$ cat config.mk
export PLATFORM = sky130hd
export DESIGN_NAME = ps2_ram_writer
export DESIGN_NICKNAME = d
export VERILOG_FILES = /design/src/rtl/ps2_ram_writer.sv
export SDC_FILE = /design/constraint.sdc
export NUM_CORES = 1
export LEC_CHECK = 0
export CORE_UTILIZATION = 56
export DETAILED_ROUTE_END_ITERATION = 12
export MAX_ROUTING_LAYER = met4
export PLACE_DENSITY = 0.79
export SYNTH_ARGS = -nofsm -noshare
export SYNTH_HDL_FRONTEND = slang
export SYNTH_SLANG_ARGS = --single-unit
$ cat constraint.sdc
create_clock -name i_clock -period 2.5 [get_ports i_clock]
set_input_delay 0.25 -clock i_clock [delete_from_list [all_inputs] [get_ports i_clock]]
set_output_delay 0.25 -clock i_clock [all_outputs]
set_load 0.02 [all_outputs]
$ cat src/rtl/ps2_ram_writer.sv
// ps2_ram_writer
//   Receives PS/2 keyboard frames (start, 8 data bits LSB-first, odd parity, stop) and writes
//   each good byte into a 2**ADDR_W x 8 RAM through its address/data/wren write port, at
//   sequential addresses. Producer side of the RAM that feeds the HEX/LEDG display path.
//
// Parameters
//   ADDR_W   RAM address width; depth = 2**ADDR_W
//   TIMEOUT  system clocks without a ps2_clk fall before a partial frame is aborted
//   WRAP     1: address wraps to 0 after the last slot; 0: stop writing and assert o_full
//
// Ports
//   i_clock      system clock
//   i_reset      asynchronous active-low reset
//   i_ps2_clk    PS/2 clock from keyboard (asynchronous)
//   i_ps2_dat    PS/2 data from keyboard (asynchronous)
//   o_address    RAM write address
//   o_data       RAM write data, holds until the next write
//   o_wren       RAM write enable, one-clock pulse
//   o_full       all slots written (WRAP=0 only, otherwise 0)
//   o_frame_err  one-clock pulse on a start, parity, stop or timeout error
//
// Build option
//   PS2_BREAK_FILTER_EN: drop 0xF0 and the byte that follows it, so only make codes are written.

`timescale 1ns / 1ps

module ps2_ram_writer #(
   parameter int unsigned ADDR_W  = 5,
   parameter int unsigned TIMEOUT = 50000,
   parameter int unsigned WRAP    = 1
) (
   input  logic              i_clock,
   input  logic              i_reset,
   input  logic              i_ps2_clk,
   input  logic              i_ps2_dat,
   output logic [ADDR_W-1:0] o_address,
   output logic [7:0]        o_data,
   output logic              o_wren,
   output logic              o_full,
   output logic              o_frame_err
);

   localparam int unsigned       TcntW    = $clog2(TIMEOUT + 1);
   localparam logic [ADDR_W-1:0] LastAddr = '1;

   typedef enum logic [2:0] {
      StIdle,
      StData,
      StParity,
      StStop,
      StWrite
   } state_e;

   // Synchronisers and edge detect
   logic r_clk_meta, r_clk_sync, r_clk_prev;
   logic r_dat_meta, r_dat_sync;
   logic w_fall;

   // Receiver state
   state_e     r_state, w_state_d;
   logic [2:0] r_bit_cnt, w_bit_cnt_d;
   logic [7:0] r_shift, w_shift_d;
   logic       r_par, w_par_d;
   logic [TcntW-1:0] r_tcnt;
   logic       w_timeout;
   logic       w_good;
   logic       w_err;
   logic       w_accept;

   // Write port state
   logic [ADDR_W-1:0] r_address;
   logic [7:0]        r_data;
   logic              r_wr_ok;
   logic              r_full;
   logic              r_frame_err;

`ifdef PS2_BREAK_FILTER_EN
   logic r_brk, w_brk_d;
   logic w_is_break;
`endif

   // Flops reset to the idle-high bus level so reset release never looks like a falling edge.
   always_ff @(posedge i_clock or negedge i_reset) begin
      if (!i_reset) begin
         r_clk_meta <= 1'b1;
         r_clk_sync <= 1'b1;
         r_clk_prev <= 1'b1;
         r_dat_meta <= 1'b1;
         r_dat_sync <= 1'b1;
      end else begin
         r_clk_meta <= i_ps2_clk;
         r_clk_sync <= r_clk_meta;
         r_clk_prev <= r_clk_sync;
         r_dat_meta <= i_ps2_dat;
         r_dat_sync <= r_dat_meta;
      end
   end

   assign w_fall    = r_clk_prev & ~r_clk_sync;
   assign w_timeout = (r_state != StIdle) && (r_tcnt == TcntW'(TIMEOUT));

   // Timeout counter: idle in StIdle, restarted by every sampled edge.
   always_ff @(posedge i_clock or negedge i_reset) begin
      if (!i_reset) begin
         r_tcnt <= '0;
      end else if (r_state == StIdle || w_fall || w_timeout) begin
         r_tcnt <= '0;
      end else begin
         r_tcnt <= r_tcnt + TcntW'(1);
      end
   end

   // Next-state logic; a timeout takes priority over an edge in the same clock.
   always_comb begin
      w_state_d   = r_state;
      w_bit_cnt_d = r_bit_cnt;
      w_shift_d   = r_shift;
      w_par_d     = r_par;
      w_good      = 1'b0;
      w_err       = 1'b0;
      if (w_timeout) begin
         w_state_d = StIdle;
         w_err     = 1'b1;
      end else begin
         unique case (r_state)
            StIdle: begin
               if (w_fall) begin
                  if (!r_dat_sync) begin
                     w_state_d   = StData;
                     w_bit_cnt_d = 3'd0;
                  end else begin
                     w_err = 1'b1;
                  end
               end
            end
            StData: begin
               if (w_fall) begin
                  w_shift_d = {r_dat_sync, r_shift[7:1]};
                  if (r_bit_cnt == 3'd7) begin
                     w_state_d = StParity;
                  end else begin
                     w_bit_cnt_d = r_bit_cnt + 3'd1;
                  end
               end
            end
            StParity: begin
               if (w_fall) begin
                  w_par_d   = r_dat_sync;
                  w_state_d = StStop;
               end
            end
            StStop: begin
               if (w_fall) begin
                  // Good frame: stop bit high and odd parity over data plus parity bit.
                  if (r_dat_sync && (^{r_shift, r_par})) begin
                     w_good    = 1'b1;
                     w_state_d = StWrite;
                  end else begin
                     w_err     = 1'b1;
                     w_state_d = StIdle;
                  end
               end
            end
            StWrite: begin
               w_state_d = StIdle;
            end
            default: begin
               w_state_d = StIdle;
            end
         endcase
      end
   end

`ifdef PS2_BREAK_FILTER_EN
   // 0xF0 arms suppression of the following good byte (the released key code).
   assign w_is_break = (r_shift == 8'hF0);
   assign w_accept   = w_good && !w_is_break && !r_brk && !r_full;

   always_comb begin
      w_brk_d = r_brk;
      if (w_err) begin
         w_brk_d = 1'b0;
      end else if (w_good) begin
         if (w_is_break) begin
            w_brk_d = 1'b1;
         end else if (r_brk) begin
            w_brk_d = 1'b0;
         end
      end
   end

   always_ff @(posedge i_clock or negedge i_reset) begin
      if (!i_reset) begin
         r_brk <= 1'b0;
      end else begin
         r_brk <= w_brk_d;
      end
   end
`else
   assign w_accept = w_good && !r_full;
`endif

   always_ff @(posedge i_clock or negedge i_reset) begin
      if (!i_reset) begin
         r_state     <= StIdle;
         r_bit_cnt   <= 3'd0;
         r_shift     <= 8'h00;
         r_par       <= 1'b0;
         r_frame_err <= 1'b0;
      end else begin
         r_state     <= w_state_d;
         r_bit_cnt   <= w_bit_cnt_d;
         r_shift     <= w_shift_d;
         r_par       <= w_par_d;
         r_frame_err <= w_err;
      end
   end

   // Write port. A good frame that is dropped (full or filtered) still passes through StWrite
   // but with r_wr_ok low, so o_data and o_address stay untouched.
   always_ff @(posedge i_clock or negedge i_reset) begin
      if (!i_reset) begin
         r_address <= '0;
         r_data    <= 8'h00;
         r_wr_ok   <= 1'b0;
         r_full    <= 1'b0;
      end else begin
         if (w_good) begin
            r_wr_ok <= w_accept;
         end
         if (w_accept) begin
            r_data <= r_shift;
         end
         if (o_wren) begin
            if (WRAP == 0 && r_address == LastAddr) begin
               r_full <= 1'b1;
            end else begin
               r_address <= r_address + 1'b1;
            end
         end
      end
   end

   assign o_address   = r_address;
   assign o_data      = r_data;
   assign o_wren      = (r_state == StWrite) && r_wr_ok;
   assign o_full      = (WRAP == 0) ? r_full : 1'b0;
   assign o_frame_err = r_frame_err;

endmodule

======== Word-level counts from Yosys, hierarchy flattened ========
Index checks and enable logic that the tools add are counted.
cells by class
  equality and inequality tests ........... 16
  add/subtract/negate cells ............... 3
  bitwise gates (word level) .............. 3
  muxes and demuxes ....................... 25
  reduce and logical (&&, ||, !) cells .... 15
operators by type and width
  operator                 number
  $mux W3                  12
  $ne A3 B3 Y1 const B     6
  $add A16 B1 Y16 const B  1
  $eq A16 B16 Y1 const B   1
  $mux W16                 1
  $pmux W3 S4              1
  $reduce_and A6 Y1        2
  $mux W1                  9
  $reduce_xor A9 Y1        1
  $ne A2 B2 Y1 const B     4
  $eq A3 B2 Y1 const B     2
  $eq A3 B3 Y1 const B     2
  $pmux W3 S2              1
  $reduce_and A3 Y1        2
  $add A5 B1 Y5 const B    1
  $logic_and A1 B1 Y1      4
  $add A3 B1 Y3 const B    1
  $eq A3 B1 Y1 const B     1
  $logic_not A3 Y1         1
  $reduce_bool A3 Y1       1
  $logic_or A1 B1 Y1       2
  $not A1 Y1               2
  $pmux W1 S2              1
  $reduce_bool A2 Y1       1
  other kinds (2)          2
word-level totals
  output and inout bits ................... 16
  logic and storage cells ................. 76
  register bits ........................... 51
  input bits .............................. 4

======== Depth between registers and ports, before layout ========
  depth in word-level cells ............... 7
  depth in mapped cells ................... 8

======== Worst setup path after synthesis ========
OpenSTA, ideal clock, no wires.
  path kind ............................... reg2reg
  start ................................... register r_tcnt[2]
  end ..................................... register r_shift[0]
  data arrival time ....................... 1,887 ps
  cell stages (with the launch flop) ...... 6
  required time ........................... 2,373 ps
  path slack .............................. 486 ps
  setup time .............................. 127 ps
  path through ............................ dfrtp_1 > or4_4 > nor4_4 > or4_1 > buf_4 > mux2_1
between the ends
  cells in the longest elaborated chain, start to end .. 4
RTL lines
  what                                line  text
  start, declared                     64    logic [TcntW-1:0] r_tcnt;
  start signal, assigned              109   r_tcnt <= r_tcnt + TcntW'(1);
  $eq A16 B16 Y1                      100   assign w_timeout = (r_state != StIdle) && (r_tcnt == TcntW'(TIMEOUT));
  $logic_and A1 B1 Y1                 100
  $not A1 Y1 (no source line)         n/a
  $reduce_and A3 Y1 (no source line)  n/a
  end signal, assigned                213   r_shift <= w_shift_d;
  end, declared                       62    logic [7:0] r_shift, w_shift_d;
No other way between the ends.
A chain may end at the register's enable or synchronous reset.

======== Worst setup path after layout ========
  start ................................... register r_tcnt[2]
  end ..................................... register r_shift[5]
The elaborated chain is that of the path after synthesis.

==> summary.md <==
• Post-Syn Area: 1920 um2
• class of the tightest hold or removal check: input port to flip-flop
• setup tns final: 0 ps
• clock net sink count: 37
• number of antenna violations at the first check in global routing: 0
• TritonCTS clock tree: built
• CTS HTree Levels: 2
• Yosys cell types: 40
• Finish-stage setup viols: 0
• number of pins with negative max-slew slack in the final report: 0
• clock root cell: sky130_fd_sc_hd__clkbuf_4
• count of cells resized by post-cts repair: 0
• path type of the worst setup path: flip-flop to flip-flop
• Post-synth EDFFs: 0
• mean area per synthesized cell: 10.8 um2
• Hold Fails Final Rpt: 0
• GR Util met3: 7.46%
• P per Cell Area: 581 nW/um2
• sum of overflow across all layers after global routing: 0
• post-CTS clock slew at the launch and capture registers of the worst setup and hold paths: 110 ps
• DPL Wire Length: 2190 um
• total wire length after detailed routing: 3000 um
• boundary pin count: 20
• clock latency on the worst-skew pair: 340 ps
• final design area excluding fillers: 2050 um2
• share of post-route cells with drive strength above 1: 12.2%
• crit start category: flip-flop
• Port Buffers: 4
• number of buffers on the longest clock path: 2
• vias per cell: 5.59
• postcts setup bufs: 0
• count of standard-cell rows: 20
• most utilized layer in the global route result: met2
• largest net degree at the start of global routing: 38
• number of routed nets with antenna violations: 0
• Slowest cell on crit path: sky130_fd_sc_hd__or4_4
• part of the Yosys area used for sequential elements: 48.4%
• required time worst endpoint: 2720 ps
• IR drop worst, VDD: 459 uV
• drt pass-1 iters: 6
• GR met1 Demand/Resource: 24.3%
• wire length of the first global-routing pass: 5310 um
• share of synthesized registers carrying an async set or reset: 100%
• period utilization: 82.9%
• Max-Cap Viols: 0
• Core Region: 3150 um2
• TritonCTS Buffers: 5
• RSZ-0062 raised after global routing: no
• max frequency: 483 MHz
• count of yosys warnings during synthesis: 1
• total power: 0.00119 W
• wire per inst: 12.9 um
• Pleak: 0.904 nW
• setup clock skew after layout: 12.1 ps
• highest net fanout along the worst path: 8
• initial DRC count: 27
• number of vias after detailed routing: 1297
• library cell occupying the most area in the post-synthesis netlist: sky130_fd_sc_hd__dfrtp_1
• delay of the slowest cell on the worst path: 570 ps
• overall die width: 60.6 um
• GRT Util Overall: 20.8%
• vertical extent of the die: 60.6 um
• dominant cells by area after synthesis: sky130_fd_sc_hd__dfrtp_1, sky130_fd_sc_hd__dfstp_2, sky130_fd_sc_hd__buf_4
• result of the run: finished clean
• crit path capture type: flip-flop
• hold buffer count at CTS: 0
• Period minus WS final: 2070 ps
• post-route DRC violation count: 0
• Final GP Congestion: 0.815
• Placed Area: 1960 um2
• most common flop cell mapped by yosys: sky130_fd_sc_hd__dfrtp_1
• data arrival time of the critical path: 2290 ps
• number of storage elements in the synthesis netlist: 37
• met2 Use GR: 32.2%
• vias in the first global route: 1220
• gate count after technology mapping: 178
• synthesis-to-finish area growth: 6.37%
• crit-path cells: or4_4, nor4_4, or4_1, mux2_1
• number of nets in the layout: 195
• die area: 3670 um2
• final antenna diode count: 0
• area share of the largest cell type after synthesis: 41.6%
• starting utilization of the core area: 61.0%
-- stage by stage --
| stage | hold slack [ps] | worst slack [ps] | util (%) | cells |
|---|---|---|---|---|
| floorplan | -45.6 | 486 | - | 192 |
| global placement | 346 | 519 | 62.2 | 224 |
| global route | 290 | 297 | 64.9 | 232 |
| CTS | 296 | 418 | 64.9 | 232 |
| finish | 311 | 429 | 64.9 | 232 |
| detailed placement | 349 | 444 | 62.2 | 224 |
-- cell usage in the layout (no fill, tap or decap), types with 5 or more instances in the layout --
cell type                  instances
sky130_fd_sc_hd__clkbuf_4          5
sky130_fd_sc_hd__mux2_1            8
sky130_fd_sc_hd__dfrtp_1          32
sky130_fd_sc_hd__o21ai_0           6
sky130_fd_sc_hd__dfstp_2           5
sky130_fd_sc_hd__xnor2_1           5
sky130_fd_sc_hd__or3_1             7
sky130_fd_sc_hd__nand2_1          14
sky130_fd_sc_hd__xor2_1            7
sky130_fd_sc_hd__nor2_1           12
sky130_fd_sc_hd__conb_1           15
sky130_fd_sc_hd__a21oi_1           7
sky130_fd_sc_hd__inv_1             6
-- logic make-up after synthesis --
| family | count (synthesis) | synth area share, % |
|---|---|---|
| AOI/OAI and AO/OA | 17 | 5.01 |
| xor gates and xnor gates | 14 | 7.87 |
| adders and majority gates | 4 | 2.60 |
| buffers and inverters | 26 | 8.45 |
| DFF | 37 | 48.4 |
| muxes | 13 | 7.35 |
| other | 1 | 0.195 |
| and+or+nand+nor | 66 | 20.1 |
-- Yosys cell counts, types with 5 or more instances --
library cell              count
sky130_fd_sc_hd__dfrtp_1     32
sky130_fd_sc_hd__buf_4       17
sky130_fd_sc_hd__nand2_1     14
sky130_fd_sc_hd__nor2_1      12
sky130_fd_sc_hd__mux2_1       8
sky130_fd_sc_hd__a21oi_1      7
sky130_fd_sc_hd__or3_1        7
sky130_fd_sc_hd__xor2_1       7
sky130_fd_sc_hd__inv_1        6
sky130_fd_sc_hd__o21ai_0      6
sky130_fd_sc_hd__dfstp_2      5
sky130_fd_sc_hd__xnor2_1      5
-- state kept, by name (all words and copies together), names as in the netlist, 3 cells and up --
signal	count
r_bit_cnt	3
r_shift	8
r_state	3
r_tcnt	16
-- layer usage --
layer,wire [um],part of all wire (%)
met2,1440,48
met3,166,5.5
met1,1340,45
met4,51,1.7
met5,0,0
-- worst max-delay path: cells and delay by family, from the launching register on --
family | cells | cell delay [ps]
AND/OR/NAND/NOR | 3 | 1150
multiplexers | 1 | 350
flip-flops | 1 | 450
-- area by class of cell --
| class | count | area, um2 |
|---|---|---|
| Inverter | 6 | 22.5 |
| Multi-Input combinational cell | 129 | 882 |
| Fill cell | 259 | 1110 |
| Tap cell | 44 | 55.1 |
| Clock inverter | 1 | 30.0 |
| Clock buffer | 7 | 55.1 |
| Sequential cell | 37 | 932 |
| Timing Repair Buffer | 8 | 70.1 |
-- power by group --
| group | internal (W) | leakage (nW) | total [W] | switching, W |
|---|---|---|---|---|
| clock | 0.000239 | 0.0455 | 0.000423 | 0.000184 |
| sequential | 0.000626 | 0.494 | 0.000646 | 0.0000203 |
| combinational | 0.0000564 | 0.364 | 0.000121 | 0.0000641 |
| total | 0.000921 | 0.904 | 0.00119 | 0.000269 |
-- final timing paths --
check                      startpoint          to  slack (ps)  depth (start not counted)
setup reg to reg            r_tcnt[2]  r_shift[5]         430                          4
hold / removal              i_ps2_clk  r_clk_meta         310                          1
setup / recovery            r_tcnt[2]  r_shift[5]         430                          4
hold reg to reg            r_dat_meta  r_dat_sync         350                          0
max in group asynchronous     i_reset  r_dat_meta        1820                          2
min in group asynchronous     i_reset  r_shift[0]         320                          2
Note: power is estimated with default switching activity, not from simulation.
